$ cat src/rtl/iram_xfer_master_pkg.sv
// Shared types and constants for the internal-RAM burst transfer master.
package iram_xfer_master_pkg;

    localparam int unsigned ADDR_W_DEF = 8;
    localparam int unsigned DATA_W_DEF = 8;
    localparam int unsigned LEN_W_DEF  = 8;

    localparam logic DIR_WR = 1'b0;
    localparam logic DIR_RD = 1'b1;

    typedef enum logic [2:0] {
        ST_IDLE    = 3'd0,
        ST_WR_WAIT = 3'd1,
        ST_WR_STB  = 3'd2,
        ST_RD_STB  = 3'd3,
        ST_RD_HOLD = 3'd4,
        ST_FIN     = 3'd5
    } state_e;

    // States in which one of the RAM strobes is driven low.
    function automatic logic is_strobe_state(input state_e s);
        return (s == ST_WR_STB) || (s == ST_RD_STB);
    endfunction

endpackage

$ cat src/rtl/iram_xfer_master_if.sv
// Control, stream and RAM-port signals of the burst transfer master.
interface iram_xfer_master_if
    import iram_xfer_master_pkg::*;
#(
    parameter int unsigned ADDR_W = ADDR_W_DEF,
    parameter int unsigned DATA_W = DATA_W_DEF,
    parameter int unsigned LEN_W  = LEN_W_DEF
) ();

    logic              start;
    logic              dir;
    logic [ADDR_W-1:0] base_addr;
    logic [LEN_W-1:0]  len;
    logic              abort;
    logic              busy;
    logic              done;
    logic              aborted;

    logic [DATA_W-1:0] in_data;
    logic              in_valid;
    logic              in_ready;
    logic [DATA_W-1:0] out_data;
    logic              out_valid;
    logic              out_ready;

    logic [ADDR_W-1:0] mem_addr;
    logic [DATA_W-1:0] mem_wdata;
    logic [DATA_W-1:0] mem_rdata;
    logic              mem_we_n;
    logic              mem_rd_n;

    modport master (
        input  start, dir, base_addr, len, abort,
        output busy, done, aborted,
        input  in_data, in_valid,
        output in_ready,
        output out_data, out_valid,
        input  out_ready,
        output mem_addr, mem_wdata, mem_we_n, mem_rd_n,
        input  mem_rdata
    );

    modport slave (
        output start, dir, base_addr, len, abort,
        input  busy, done, aborted,
        output in_data, in_valid,
        input  in_ready,
        input  out_data, out_valid,
        output out_ready,
        input  mem_addr, mem_wdata, mem_we_n, mem_rd_n,
        output mem_rdata
    );

endinterface

$ cat src/rtl/iram_xfer_addr_cnt.sv
// Burst address incrementer (wraps) and remaining-byte down-counter.
module iram_xfer_addr_cnt
    import iram_xfer_master_pkg::*;
#(
    parameter int unsigned ADDR_W = ADDR_W_DEF,
    parameter int unsigned LEN_W  = LEN_W_DEF
) (
    input  logic              clk,
    input  logic              rst_n,
    input  logic              load_i,
    input  logic [ADDR_W-1:0] base_i,
    input  logic [LEN_W-1:0]  len_i,
    input  logic              step_i,
    output logic [ADDR_W-1:0] addr_nxt_c,
    output logic              last_c
);

    localparam int unsigned REM_W = LEN_W + 1;

    logic [ADDR_W-1:0] addr_q, addr_d;
    logic [REM_W-1:0]  rem_q, rem_d;

    // A zero length field stands for the full 2^LEN_W burst.
    always_comb begin
        addr_d = addr_q;
        rem_d  = rem_q;
        if (load_i) begin
            addr_d = base_i;
            rem_d  = (len_i == '0) ? {1'b1, {LEN_W{1'b0}}} : REM_W'(len_i);
        end else if (step_i) begin
            addr_d = addr_q + ADDR_W'(1);
            rem_d  = rem_q - REM_W'(1);
        end
    end

    always_ff @(posedge clk or negedge rst_n) begin
        if (!rst_n) begin
            addr_q <= '0;
            rem_q  <= '0;
        end else begin
            addr_q <= addr_d;
            rem_q  <= rem_d;
        end
    end

    // Next-cycle address lets the FSM register mem_addr on strobe entry.
    assign addr_nxt_c = addr_d;
    assign last_c     = (rem_q == REM_W'(1));

endmodule

$ cat src/rtl/iram_xfer_master.sv
// Burst mover between a valid/ready byte stream and the 8051 internal RAM port.
module iram_xfer_master
    import iram_xfer_master_pkg::*;
#(
    parameter int unsigned ADDR_W = ADDR_W_DEF,
    parameter int unsigned DATA_W = DATA_W_DEF,
    parameter int unsigned LEN_W  = LEN_W_DEF
) (
    input  logic                clk,
    input  logic                rst_n,
    iram_xfer_master_if.master  bus
);

    state_e            state_q, state_d;
    logic              busy_q, busy_d;
    logic              done_q, done_d;
    logic              aborted_q, aborted_d;
    logic              in_ready_q, in_ready_d;
    logic              out_valid_q, out_valid_d;
    logic              mem_we_n_q, mem_we_n_d;
    logic              mem_rd_n_q, mem_rd_n_d;
    logic [DATA_W-1:0] out_data_q, out_data_d;
    logic [DATA_W-1:0] mem_wdata_q, mem_wdata_d;
    logic [ADDR_W-1:0] mem_addr_q, mem_addr_d;

    logic              load_c;
    logic              step_c;
    logic [ADDR_W-1:0] addr_nxt_c;
    logic              last_c;

    iram_xfer_addr_cnt #(
        .ADDR_W (ADDR_W),
        .LEN_W  (LEN_W)
    ) u_addr_cnt (
        .clk        (clk),
        .rst_n      (rst_n),
        .load_i     (load_c),
        .base_i     (bus.base_addr),
        .len_i      (bus.len),
        .step_i     (step_c),
        .addr_nxt_c (addr_nxt_c),
        .last_c     (last_c)
    );

    // Next-state logic; every output is derived from the next state so it registers cleanly.
    always_comb begin
        state_d     = state_q;
        load_c      = 1'b0;
        step_c      = 1'b0;
        aborted_d   = 1'b0;
        mem_wdata_d = mem_wdata_q;
        out_data_d  = out_data_q;
        mem_addr_d  = mem_addr_q;

        case (state_q)
            ST_IDLE: begin
                if (bus.start) begin
                    load_c  = 1'b1;
                    state_d = (bus.dir == DIR_WR) ? ST_WR_WAIT : ST_RD_STB;
                end
            end
            ST_WR_WAIT: begin
                if (bus.in_valid && in_ready_q) begin
                    if (!bus.abort) begin
                        mem_wdata_d = bus.in_data;
                    end
                    state_d = ST_WR_STB;
                end
            end
            ST_WR_STB: begin
                step_c  = 1'b1;
                state_d = last_c ? ST_FIN : ST_WR_WAIT;
            end
            ST_RD_STB: begin
                out_data_d = bus.mem_rdata;
                state_d    = ST_RD_HOLD;
            end
            ST_RD_HOLD: begin
                if (bus.out_ready) begin
                    step_c  = 1'b1;
                    state_d = last_c ? ST_FIN : ST_RD_STB;
                end
            end
            ST_FIN: begin
                state_d = ST_IDLE;
            end
            default: begin
                state_d = ST_IDLE;
            end
        endcase

        // Abort overrides any transition, including a same-cycle stream handshake.
        if (bus.abort && (state_q != ST_IDLE) && (state_q != ST_FIN)) begin
            state_d   = ST_FIN;
            aborted_d = 1'b1;
        end

        busy_d      = (state_d != ST_IDLE);
        done_d      = (state_d == ST_FIN);
        in_ready_d  = (state_d == ST_WR_WAIT);
        out_valid_d = (state_d == ST_RD_HOLD);
        mem_we_n_d  = (state_d != ST_WR_STB);
        mem_rd_n_d  = (state_d != ST_RD_STB);
        if (is_strobe_state(state_d)) begin
            mem_addr_d = addr_nxt_c;
        end
    end

    always_ff @(posedge clk or negedge rst_n) begin
        if (!rst_n) begin
            state_q     <= ST_IDLE;
            busy_q      <= 1'b0;
            done_q      <= 1'b0;
            aborted_q   <= 1'b0;
            in_ready_q  <= 1'b0;
            out_valid_q <= 1'b0;
            mem_we_n_q  <= 1'b1;
            mem_rd_n_q  <= 1'b1;
            out_data_q  <= '0;
            mem_wdata_q <= '0;
            mem_addr_q  <= '0;
        end else begin
            state_q     <= state_d;
            busy_q      <= busy_d;
            done_q      <= done_d;
            aborted_q   <= aborted_d;
            in_ready_q  <= in_ready_d;
            out_valid_q <= out_valid_d;
            mem_we_n_q  <= mem_we_n_d;
            mem_rd_n_q  <= mem_rd_n_d;
            out_data_q  <= out_data_d;
            mem_wdata_q <= mem_wdata_d;
            mem_addr_q  <= mem_addr_d;
        end
    end

    assign bus.busy      = busy_q;
    assign bus.done      = done_q;
    assign bus.aborted   = aborted_q;
    assign bus.in_ready  = in_ready_q;
    assign bus.out_valid = out_valid_q;
    assign bus.out_data  = out_data_q;
    assign bus.mem_we_n  = mem_we_n_q;
    assign bus.mem_rd_n  = mem_rd_n_q;
    assign bus.mem_wdata = mem_wdata_q;
    assign bus.mem_addr  = mem_addr_q;

endmodule

$ cat src/flat_wrapper.sv
// flat-port wrapper written by rule: the top's interface ports become plain ports
module iram_xfer_master_flat import iram_xfer_master_pkg::*;
#(
    parameter int unsigned ADDR_W = ADDR_W_DEF,
    parameter int unsigned DATA_W = DATA_W_DEF,
    parameter int unsigned LEN_W  = LEN_W_DEF
)
  (clk, rst_n, bus_start, bus_dir, bus_base_addr, bus_len, bus_abort, bus_busy, bus_done, bus_aborted, bus_in_data, bus_in_valid, bus_in_ready, bus_out_data, bus_out_valid, bus_out_ready, bus_mem_addr, bus_mem_wdata, bus_mem_we_n, bus_mem_rd_n, bus_mem_rdata);
  iram_xfer_master_if #(.ADDR_W(ADDR_W), .DATA_W(DATA_W), .LEN_W(LEN_W)) bus_i ();
  input  logic clk;
  input  logic rst_n;
  input wire logic [$bits(bus_i.start)-1:0] bus_start;
  input wire logic [$bits(bus_i.dir)-1:0] bus_dir;
  input wire logic [$bits(bus_i.base_addr)-1:0] bus_base_addr;
  input wire logic [$bits(bus_i.len)-1:0] bus_len;
  input wire logic [$bits(bus_i.abort)-1:0] bus_abort;
  output wire logic [$bits(bus_i.busy)-1:0] bus_busy;
  output wire logic [$bits(bus_i.done)-1:0] bus_done;
  output wire logic [$bits(bus_i.aborted)-1:0] bus_aborted;
  input wire logic [$bits(bus_i.in_data)-1:0] bus_in_data;
  input wire logic [$bits(bus_i.in_valid)-1:0] bus_in_valid;
  output wire logic [$bits(bus_i.in_ready)-1:0] bus_in_ready;
  output wire logic [$bits(bus_i.out_data)-1:0] bus_out_data;
  output wire logic [$bits(bus_i.out_valid)-1:0] bus_out_valid;
  input wire logic [$bits(bus_i.out_ready)-1:0] bus_out_ready;
  output wire logic [$bits(bus_i.mem_addr)-1:0] bus_mem_addr;
  output wire logic [$bits(bus_i.mem_wdata)-1:0] bus_mem_wdata;
  output wire logic [$bits(bus_i.mem_we_n)-1:0] bus_mem_we_n;
  output wire logic [$bits(bus_i.mem_rd_n)-1:0] bus_mem_rd_n;
  input wire logic [$bits(bus_i.mem_rdata)-1:0] bus_mem_rdata;
  assign bus_i.start = bus_start;
  assign bus_i.dir = bus_dir;
  assign bus_i.base_addr = bus_base_addr;
  assign bus_i.len = bus_len;
  assign bus_i.abort = bus_abort;
  assign bus_busy = bus_i.busy;
  assign bus_done = bus_i.done;
  assign bus_aborted = bus_i.aborted;
  assign bus_i.in_data = bus_in_data;
  assign bus_i.in_valid = bus_in_valid;
  assign bus_in_ready = bus_i.in_ready;
  assign bus_out_data = bus_i.out_data;
  assign bus_out_valid = bus_i.out_valid;
  assign bus_i.out_ready = bus_out_ready;
  assign bus_mem_addr = bus_i.mem_addr;
  assign bus_mem_wdata = bus_i.mem_wdata;
  assign bus_mem_we_n = bus_i.mem_we_n;
  assign bus_mem_rd_n = bus_i.mem_rd_n;
  assign bus_i.mem_rdata = bus_mem_rdata;
  iram_xfer_master #(.ADDR_W(ADDR_W), .DATA_W(DATA_W), .LEN_W(LEN_W)) u_core (.clk(clk), .rst_n(rst_n), .bus(bus_i));
endmodule
$ cat config.mk
export PLATFORM = sky130hd
export DESIGN_NAME = iram_xfer_master_flat
export DESIGN_NICKNAME = d
export VERILOG_FILES = /design/src/rtl/iram_xfer_master_pkg.sv /design/src/rtl/iram_xfer_master_if.sv /design/src/rtl/iram_xfer_addr_cnt.sv /design/src/rtl/iram_xfer_master.sv /design/src/flat_wrapper.sv
export SDC_FILE = /design/constraint.sdc
export NUM_CORES = 1
export LEC_CHECK = 0
export ABC_AREA = 1
export CAP_MARGIN = 20
export CORE_MARGIN = 4
export CORE_UTILIZATION = 43
export CTS_CLUSTER_SIZE = 25
export DETAILED_ROUTE_END_ITERATION = 10
export PLACE_DENSITY_LB_ADDON = 0.3
export SLEW_MARGIN = 20
export SYNTH_ARGS = -nofsm -noshare
export SYNTH_HDL_FRONTEND = slang
export SYNTH_SLANG_ARGS = --single-unit
$ cat constraint.sdc
create_clock -name clk -period 1.4 [get_ports clk]
set_input_delay 0.21 -clock clk [delete_from_list [all_inputs] [get_ports clk]]
set_output_delay 0.21 -clock clk [all_outputs]
set_load 0.02 [all_outputs]
==> metrics, run 1 <==
DR WL/cell=14.9 um; unrepaired setup endpoints after global routing=yes; most used cell, CP=nor2_4; status=complete, but fails checks; vias in the first global route=2,522; cell count after placement=474; Tmin final=1.64 ns; dpl ws=-0.259 ns; routability cong.=0.820; fmax=0.611 GHz; Max Cap Viol=0; post-synthesis cell count=296; commonest non-fill, non-tap cells in the layout=nand2_1 (93), dfrtp_1 (47), buf_4 (43); Initial DRC Count=125; vias per cell=5.01; Worst VDD drop=1.22 mV; Post-Synth XOR/XNOR Area=1.42%; Final Core Density=74.5%; Chip Width=83.8 um; num ports=70; Simple-Gate Fraction of Synth Area=30.0%; CP max-delay cell=dfrtp_2; crit start category=register; Bufs on Longest Clock Path=2; Yosys cell types=32; post-synthesis compound-gate area fraction=6.02%; GRT Total Usage=20.5%; Layout area overhead=66.9%; largest family of logic cells by synthesized area=simple AND/OR/NAND/NOR gates; final setup fails=31; pins over their slew limit=0; Vias=2,504; top cell family by delay on the critical path=flip-flops; Core Region=5540 um^2; row cnt=27; ANT cells=0; Slew @ Worst Pin=0.361 ns; clock buffer count from CTS=5; initial antenna violation count=0; final hold violations=0; CTS tree=built; global routing usage on met3=4.44%; # DRC=0; Finished Layout Cells=500; flops & latches, synth=51; Worst path max stage delay=0.48 ns; failing checks=negative setup slack; Slew headroom=75.8%; gr ovfl total=0; Final Cycle Share=117%; largest net degree at the start of global routing=52; port bufs=69; M1 GR Usage=25.2%; Req. time, crit path=1.61 ns; first-pass GRT wire length=11,600 um; synthesized area per cell=8.35 um^2; Global Route met2 Usage=35.8%; H-tree Lvls=2; sequential share of the synthesized area=51.7%; Synth Area in Adders=1.52%; Detailed Place HPWL=4710 um; worst path arrival time=1.85 ns; CP Class=reg2reg; CP Buf/Inv Count=2; setup ws final=-0.237 ns; antenna viol nets, final=0; worst hold-check path type=in2async; CP startpoint=u_core.state_q[1]; Power Dens Cells=2260 nW/um^2; Starting Density=44.6%; Most Crowded Layer GR=met2; Skew-Pair Late Insertion Delay=0.31 ns; share of layout cells above drive strength 1=33.9%; final WL=7440 um; Total Nets Final=469; Net Count, Synth=338; Clock transition at path regs=0.10 ns; root buf cell=clkbuf_8; Die ar.=7030 um^2; YS warnings=0; RR Startpoint=u_core.state_q[1]; CP Max Fanout=5; mux contribution to synthesized area=3.64%; leak pwr=2.03 nW; chip height=83.8 um; Crit. End Element=register; crit-path cells=nor2_4 -> nand2_2 -> nor2_4 -> clkinvlp_4 -> buf_6 -> nand2_4 -> a21oi_2 -> o21a_1; commonest non-fill, non-tap cell in the layout=nand2_1; drt first pass iters=4; CTS Sinks=51; Netlist Area Pre-Place=2470 um^2; Max Clock Skew=0.00634 ns
[final timing paths]
kind	end	slack [ns]	cells after the start
worst min register to register	u_core.bus.out_data[6]	0.48	2
min in group clk	u_core.bus.out_data[4]	0.43	3
worst max register to register	u_core.u_addr_cnt.rem_q[2]	-0.24	8
worst max-delay path	u_core.u_addr_cnt.rem_q[2]	-0.24	8
max in group asynchronous	u_core.bus.mem_rd_n	0.69	3
worst min-delay path	u_core.u_addr_cnt.rem_q[5]	0.40	3
[layout make-up]
class                      instances  area, um^2
clock inverter                     3        71.3
timing repair buffer             126        1140
multi-input combinational        212        1350
fill                             387        1410
inverter                          31         120
clock buffer                       5        68.8
tap                               72        90.1
sequential                        51        1280
[power breakdown]
group,leakage (nW),internal (W),switching [W],total (W)
clock,0.0703,0.000726,0.000536,0.00126
combinational,1.34,0.00244,0.00303,0.00547
sequential,0.621,0.00218,0.000416,0.00259
[flip-flops by register name, summed over array words and instances, names as in the netlist, 3 cells and up]
register                  flops
u_core.u_addr_cnt.addr_q      8
u_core.bus.out_data           8
u_core.bus.mem_addr           8
u_core.u_addr_cnt.rem_q       9
u_core.state_q                3
u_core.bus.mem_wdata          8
[cell families after synthesis]
| kind of cell | after synthesis |
|---|---|
| muxes | 8 |
| DFF | 51 |
| buffers and inverters | 35 |
| adders and majority gates | 3 |
| and+or+nand+nor | 172 |
| xor gates and xnor gates | 4 |
| AOI/OAI and AO/OA | 23 |
[synth_stat cells, drive strengths merged]
| master | number | area share (%) |
|---|---|---|
| nand3b | 2 | 0.61 |
| nand3 | 22 | 4.7 |
| o221ai | 1 | 0.35 |
| ha | 3 | 1.5 |
| dfrtp | 49 | 50 |
| nand4 | 4 | 1.0 |
| or2 | 1 | 0.25 |
| o21ai | 8 | 1.6 |
| dfstp | 2 | 2.1 |
| a22oi | 1 | 0.30 |
| inv | 31 | 4.7 |
| xor2 | 4 | 1.4 |
| nand2 | 115 | 18 |
| a21oi | 5 | 1.2 |
| mux2 | 8 | 3.6 |
| nor2 | 22 | 3.8 |
| o211ai | 5 | 1.5 |
| buf | 3 | 0.81 |
| o21a | 1 | 0.30 |
| nor3 | 6 | 1.9 |
| a31oi | 2 | 0.76 |
| clkbuf | 1 | 0.15 |
[routing by layer]
metal	part of all wire [%]	wire [um]
met4	1.5	112
met5	0	0
met3	3.8	281
met1	42	3140
met2	52	3900
[worst register-to-register path, delay by kind of cell, from the launching register on]
kind	cells	cell delay, ns
flip-flops	1	0.48
AO/OA/AOI/OAI	2	0.24
AND/OR/NAND/NOR	4	0.47
buffers and inverters	2	0.35
[what timing repair did]
item / CTS / global route
hold buffers: 1 / 0
buffers inserted: 12 / 5
pin swaps: 5 / 24
setup endpoints to repair: 64 / 50
cloned: 2 / 0
gates resized for setup: 73 / 51
hold endpoints to repair: 49 / 0
[metrics by stage]
| step | setup TNS [ns] | instance area [um^2] | total power, W | hold WS (ns) |
|---|---|---|---|---|
| after floorplan | -0.0387 | 2480 | 0.00502 | -0.0856 |
| after global routing | -7.04 | 4130 | 0.00998 | 0.427 |
| final | -4.68 | 4130 | 0.00933 | 0.403 |
| after CTS | -2.14 | 3910 | 0.00869 | 0.422 |
| after detailed placement | -6.63 | 3550 | 0.00715 | 0.223 |
| after global placement | -5.67 | 3550 | 0.00701 | 0.220 |
(Power assumes the default switching activity.)
==> run 2, diff against run 1 <==
- CAP_MARGIN: 20 -> 5
==> results of run 2 <==
Same layout as run 1: the final DEF is identical, and so are final timing and power.
==> run 3, diff against run 2 <==
- CAP_MARGIN: 5 -> default
- HOLD_SLACK_MARGIN: default -> 0.02
- SLEW_MARGIN: 20 -> 25
==> results of run 3 <==
Same layout as run 1: the final DEF is identical, and so are final timing and power.
